==> src/rtl/mem_bus_pkg.sv <==
// Shared types and constants for the memory-bus SRAM responder.
package mem_bus_pkg;

  // Width of the wait-state down-counter; holds WAIT_STATES in the range 0-7.
  localparam int WAIT_CNT_W = 3;

  typedef enum logic [1:0] {
    IDLE   = 2'd0,
    ACCESS = 2'd1,
    ACK    = 2'd2
  } state_t;

endpackage

==> src/rtl/mem_bus_sram_responder.sv <==
// Bridges a simple request/ack memory bus to an asynchronous 16-bit SRAM.
// Every SRAM-side and initiator-side output comes straight from a flop.
//
// state  | meaning
// -------+-----------------------------------------------------------------
// IDLE   | strobes released, waiting for m_access; latches the request
// ACCESS | SRAM cycle in progress for WAIT_STATES+1 cycles
// ACK    | strobes released, m_ack pulse, write data still driven for hold
module mem_bus_sram_responder
  import mem_bus_pkg::*;
#(
  parameter int unsigned WAIT_STATES = 2
) (
  input  logic        clk,
  input  logic        reset,
  input  logic [19:1] m_addr,
  input  logic [15:0] m_data_in,
  output logic [15:0] m_data_out,
  input  logic        m_access,
  output logic        m_ack,
  input  logic        m_wr_en,
  input  logic [1:0]  m_bytesel,
  output logic [18:0] sram_addr,
  output logic [15:0] sram_dq_out,
  input  logic [15:0] sram_dq_in,
  output logic        sram_dq_oe,
  output logic        sram_ce_n,
  output logic        sram_oe_n,
  output logic        sram_we_n,
  output logic        sram_ub_n,
  output logic        sram_lb_n
);

  localparam logic [WAIT_CNT_W-1:0] WAIT_LOAD = WAIT_CNT_W'(WAIT_STATES);

  state_t                state;
  logic [WAIT_CNT_W-1:0] wait_cnt;
  logic                  wr_q;
  logic                  drop_q;

  // Request sequencing, SRAM strobe generation and read-data capture.
  always_ff @(posedge clk) begin
    if (reset) begin
      state       <= IDLE;
      wait_cnt    <= '0;
      wr_q        <= 1'b0;
      drop_q      <= 1'b0;
      m_ack       <= 1'b0;
      m_data_out  <= 16'h0000;
      sram_addr   <= '0;
      sram_dq_out <= 16'h0000;
      sram_dq_oe  <= 1'b0;
      sram_ce_n   <= 1'b1;
      sram_oe_n   <= 1'b1;
      sram_we_n   <= 1'b1;
      sram_ub_n   <= 1'b1;
      sram_lb_n   <= 1'b1;
    end else begin
      m_ack <= 1'b0;
      case (state)
        IDLE: begin
          drop_q     <= 1'b0;
          sram_dq_oe <= 1'b0;
          sram_ce_n  <= 1'b1;
          sram_oe_n  <= 1'b1;
          sram_we_n  <= 1'b1;
          sram_ub_n  <= 1'b1;
          sram_lb_n  <= 1'b1;
          if (m_access) begin
            sram_addr   <= m_addr;
            sram_dq_out <= m_data_in;
            wr_q        <= m_wr_en;
            wait_cnt    <= WAIT_LOAD;
            sram_ce_n   <= 1'b0;
            if (m_wr_en) begin
              // An all-zero byte select still runs the cycle but never pulses WE.
              sram_we_n  <= ~(|m_bytesel);
              sram_oe_n  <= 1'b1;
              sram_ub_n  <= ~m_bytesel[1];
              sram_lb_n  <= ~m_bytesel[0];
              sram_dq_oe <= 1'b1;
            end else begin
              sram_we_n  <= 1'b1;
              sram_oe_n  <= 1'b0;
              sram_ub_n  <= 1'b0;
              sram_lb_n  <= 1'b0;
              sram_dq_oe <= 1'b0;
            end
            state <= ACCESS;
          end
        end

        ACCESS: begin
          // A withdrawn request still finishes on the SRAM but gets no ack.
          if (!m_access) begin
            drop_q <= 1'b1;
          end
          if (wait_cnt == '0) begin
            if (!wr_q) begin
              m_data_out <= sram_dq_in;
            end
            m_ack      <= m_access & ~drop_q;
            sram_ce_n  <= 1'b1;
            sram_oe_n  <= 1'b1;
            sram_we_n  <= 1'b1;
            sram_ub_n  <= 1'b1;
            sram_lb_n  <= 1'b1;
            sram_dq_oe <= wr_q;
            state      <= ACK;
          end else begin
            wait_cnt <= wait_cnt - 1'b1;
          end
        end

        ACK: begin
          sram_dq_oe <= 1'b0;
          state      <= IDLE;
        end

        default: begin
          state <= IDLE;
        end
      endcase
    end
  end

endmodule

==> config.mk <==
export PLATFORM = sky130hd
export DESIGN_NAME = mem_bus_sram_responder
export DESIGN_NICKNAME = d
export VERILOG_FILES = /design/src/rtl/mem_bus_pkg.sv /design/src/rtl/mem_bus_sram_responder.sv
export SDC_FILE = /design/constraint.sdc
export NUM_CORES = 1
export LEC_CHECK = 0
export CORE_AREA = 2 2 87 80
export CTS_CLUSTER_DIAMETER = 100
export DETAILED_ROUTE_END_ITERATION = 10
export DIE_AREA = 0 0 89 82
export MAX_ROUTING_LAYER = met4
export PLACE_DENSITY_LB_ADDON = 0.08
export SLEW_MARGIN = 20
export SYNTH_ARGS = -nofsm -noshare
export SYNTH_HDL_FRONTEND = slang
export SYNTH_SLANG_ARGS = --single-unit
==> constraint.sdc <==
create_clock -name clk -period 1.9 [get_ports clk]
set_input_delay 0.19 -clock clk [delete_from_list [all_inputs] [get_ports clk]]
set_output_delay 0.19 -clock clk [all_outputs]
set_load 0.02 [all_outputs]
==> metrics.md <==
| Metric | Value |
|---|---|
| Synthesis-stage register bit count | 65 |
| Hold WC Path Type | input pin to flip-flop |
| Pre-CTS WS | 245 ps |
| Area growth from synthesis to layout | 57.5% |
| Initial Util | 0.395 |
| Primary FF master, synth | dfxtp_1 |
| Cts repair resizes | 0 |
| Setup WS post-layout | 225 ps |
| Worst-path clk slew | 70 ps |
| Power per cell area | 1360 nW/um^2 |
| Count of flip-flops with a built-in enable after synthesis | 0 |
| Critical setup path kind | flip-flop to flip-flop |
| Via density | 4.65 |
| DIE WIDTH | 89 um |
| Syn_area_per_cell | 8.26 um^2 |
| Cell variety after synth | 37 |
| Crit start category | flip-flop |
| Max Transition Viols Final | 0 |
| Drc violations | 0 |
| Count of yosys warnings during synthesis | 0 |
| Critical path required time | 2080 ps |
| First-iteration detailed-routing DRC count | 87 |
| Number of cell rows | 28 |
| Skew-Pair Late Insertion Delay | 330 ps |
| HPWL Detailed | 4440 um |
| Overall routing resource usage | 0.184 |
| Min Hold Slack | 394 ps |
| ANT cells | 0 |
| Final std cells w/o fill | 515 |
| TNS Setup | 0 ps |
| CTS sink count | 65 |
| Worst path max stage delay | 440 ps |
| Slowest stage cell on the critical path | a2111oi_0 |
| Clk buf depth | 2 |
| Worst Skew | 6.59 ps |
| Setup bufs post-CTS | 0 |
| Top-Level Pins | 115 |
| CP max FO | 5 |
| Core area | 6450 um^2 |
| Post-route cell area | 4010 um^2 |
| Status | finished, final reports clean |
| Share of cells above drive strength 1 | 0.0588 |
| Fin nets | 484 |
| CTS Hold Bufs | 0 |
| WL per Instance | 12.6 um |
| FMAX | 0.597 GHz |
| DP Area | 3770 um^2 |
| Drt pass-1 iters | 4 |
| Initial antenna violation count | 0 |
| TritonCTS clock tree | built |
| Final hold vios | 0 |
| Final WL | 6510 um |
| Vias in the first global route | 2165 |
| Final antenna-violating net count | 0 |
| GP Congestion | 0.743 |
| Largest net degree at the start of global routing | 38 |
| Max-cap violations | 0 |
| RSZ-0062 raised after global routing | no |
| CP Data Arrival Time | 1860 ps |
| # port buffers | 114 |
| Setup Viol. Count Final | 0 |
| Seq/Total Area, Yosys | 0.511 |
| Element type at the critical path end | flip-flop |
| Worst Tran Pin Value | 717 ps |
| Die ar. | 7300 um^2 |
| Cells along the critical path | inv_1 -> ha_1 -> and3_1 -> a2111oi_0 -> a211oi_1 |
| Post-layout min period | 1680 ps |
| Net count after synthesis | 372 |
| GRT overflow | 0 |
| Placed insts | 499 |
| Die height | 82 um |
| Syn Std Cell Area | 2540 um^2 |
| H-tree Lvls | 3 |
| Vias | 2395 |
| Max VDD drop | 0.924 mV |
| Num CTS Buffers | 9 |
| First-pass GRT wire length | 10000 um |
| Final worst path period share | 0.882 |
| Root Buffer | clkbuf_8 |
| Slew headroom | 0.522 |
| Synth Instances | 308 |
| Pleak | 1.51 nW |
| Async SR Flop Fraction | 0 |
[flip-flops by register name, summed over array words and instances (netlist names), 2 cells and up]
| name | count |
|---|---|
| state | 2 |
| m_data_out | 16 |
| wait_cnt | 3 |
| sram_addr | 19 |
| sram_dq_out | 16 |
[cell type report]
type | count | area [um^2]
multi-input combinational | 217 | 1110
clock inverter | 5 | 104
timing repair buffer | 121 | 1230
tap | 90 | 113
sequential | 65 | 1300
inverter | 6 | 22.5
fill | 624 | 2440
clock buffer | 11 | 131
[kinds of logic after synthesis]
| logic type | share of synthesized area |
|---|---|
| compound gates | 0.143 |
| fa+ha+maj | 0.0344 |
| buf+inv | 0.0526 |
| flops | 0.511 |
| mux | 0.0118 |
| simple gates | 0.247 |
[stage by stage]
step           power (W)  utilization
3_5_place_dp     0.00412        0.585
6_report         0.00546        0.622
2_1_floorplan    0.00323            -
4_1_cts          0.00553        0.622
5_1_grt          0.00581        0.622
3_3_place_gp     0.00408        0.585
[worst paths after layout]
kind	end	cells past startpoint	from	slack (ps)
worst max register to register	sram_dq_oe$_SDFFE_PP0P_	5	state[0]$_SDFFE_PP0P_	220
worst max-delay path	sram_dq_oe$_SDFFE_PP0P_	5	state[0]$_SDFFE_PP0P_	220
worst min-delay path	sram_addr[16]$_SDFFE_PP0P_	3	m_addr[17]	390
worst min register to register	m_ack$_SDFF_PP0_	1	drop_q$_SDFFE_PP0P_	420
[per-layer routing]
metal / global-route usage / vias up / part of all wire
met5: - / - / 0
met4: 0.0582 / 0 / 0.013
met3: 0.0693 / 11 / 0.081
met2: 0.292 / 79 / 0.46
met1: 0.217 / 1064 / 0.44
li1: - / 1241 / -
[synthesized netlist by cell type, drive strengths merged (2+ instances only)]
library cell / number / area, um^2
and2: 2 / 15.0
clkbuf: 8 / 31.3
nand2b: 8 / 50.1
nor2: 4 / 15.0
buf: 12 / 80.1
inv: 6 / 22.5
nand3: 5 / 25.0
mux2i: 3 / 30.0
and3b: 2 / 17.5
nor3b: 2 / 15.0
nor2b: 2 / 12.5
a21oi: 55 / 275
o311ai: 2 / 17.5
nand2: 107 / 402
ha: 7 / 87.6
dfxtp: 65 / 1300
[worst max-delay path, delay by kind of cell (launching register included)]
family | cells | cell delay (ps)
AOI/OAI and AO/OA | 2 | 540
DFF | 1 | 410
adders and majority gates | 1 | 300
and+or+nand+nor | 1 | 200
buffers and inverters | 1 | 90
[layout by cell type (no fill, tap or decap), types with 3 or more instances in the layout]
| cell type | Yosys | final |
|---|---|---|
| clkdlybuf4s50_1 | 0 | 113 |
| nand2_1 | 107 | 107 |
| dfxtp_1 | 65 | 65 |
| a21oi_1 | 55 | 55 |
| clkbuf_8 | 0 | 9 |
| nand2b_1 | 8 | 8 |
| ha_1 | 7 | 7 |
| inv_1 | 6 | 6 |
| nand3_1 | 5 | 5 |
| nor2_1 | 4 | 4 |
| buf_4 | 8 | 4 |
| mux2i_1 | 3 | 3 |
| bufinv_16 | 0 | 3 |
| buf_12 | 0 | 3 |
[where the power goes]
part / internal, W / switching [W]
combinational: 0.00103 / 0.00122
sequential: 0.00166 / 0.000154
clock: 0.000873 / 0.000516
No activity file was read; power rests on OpenSTA's default activity.
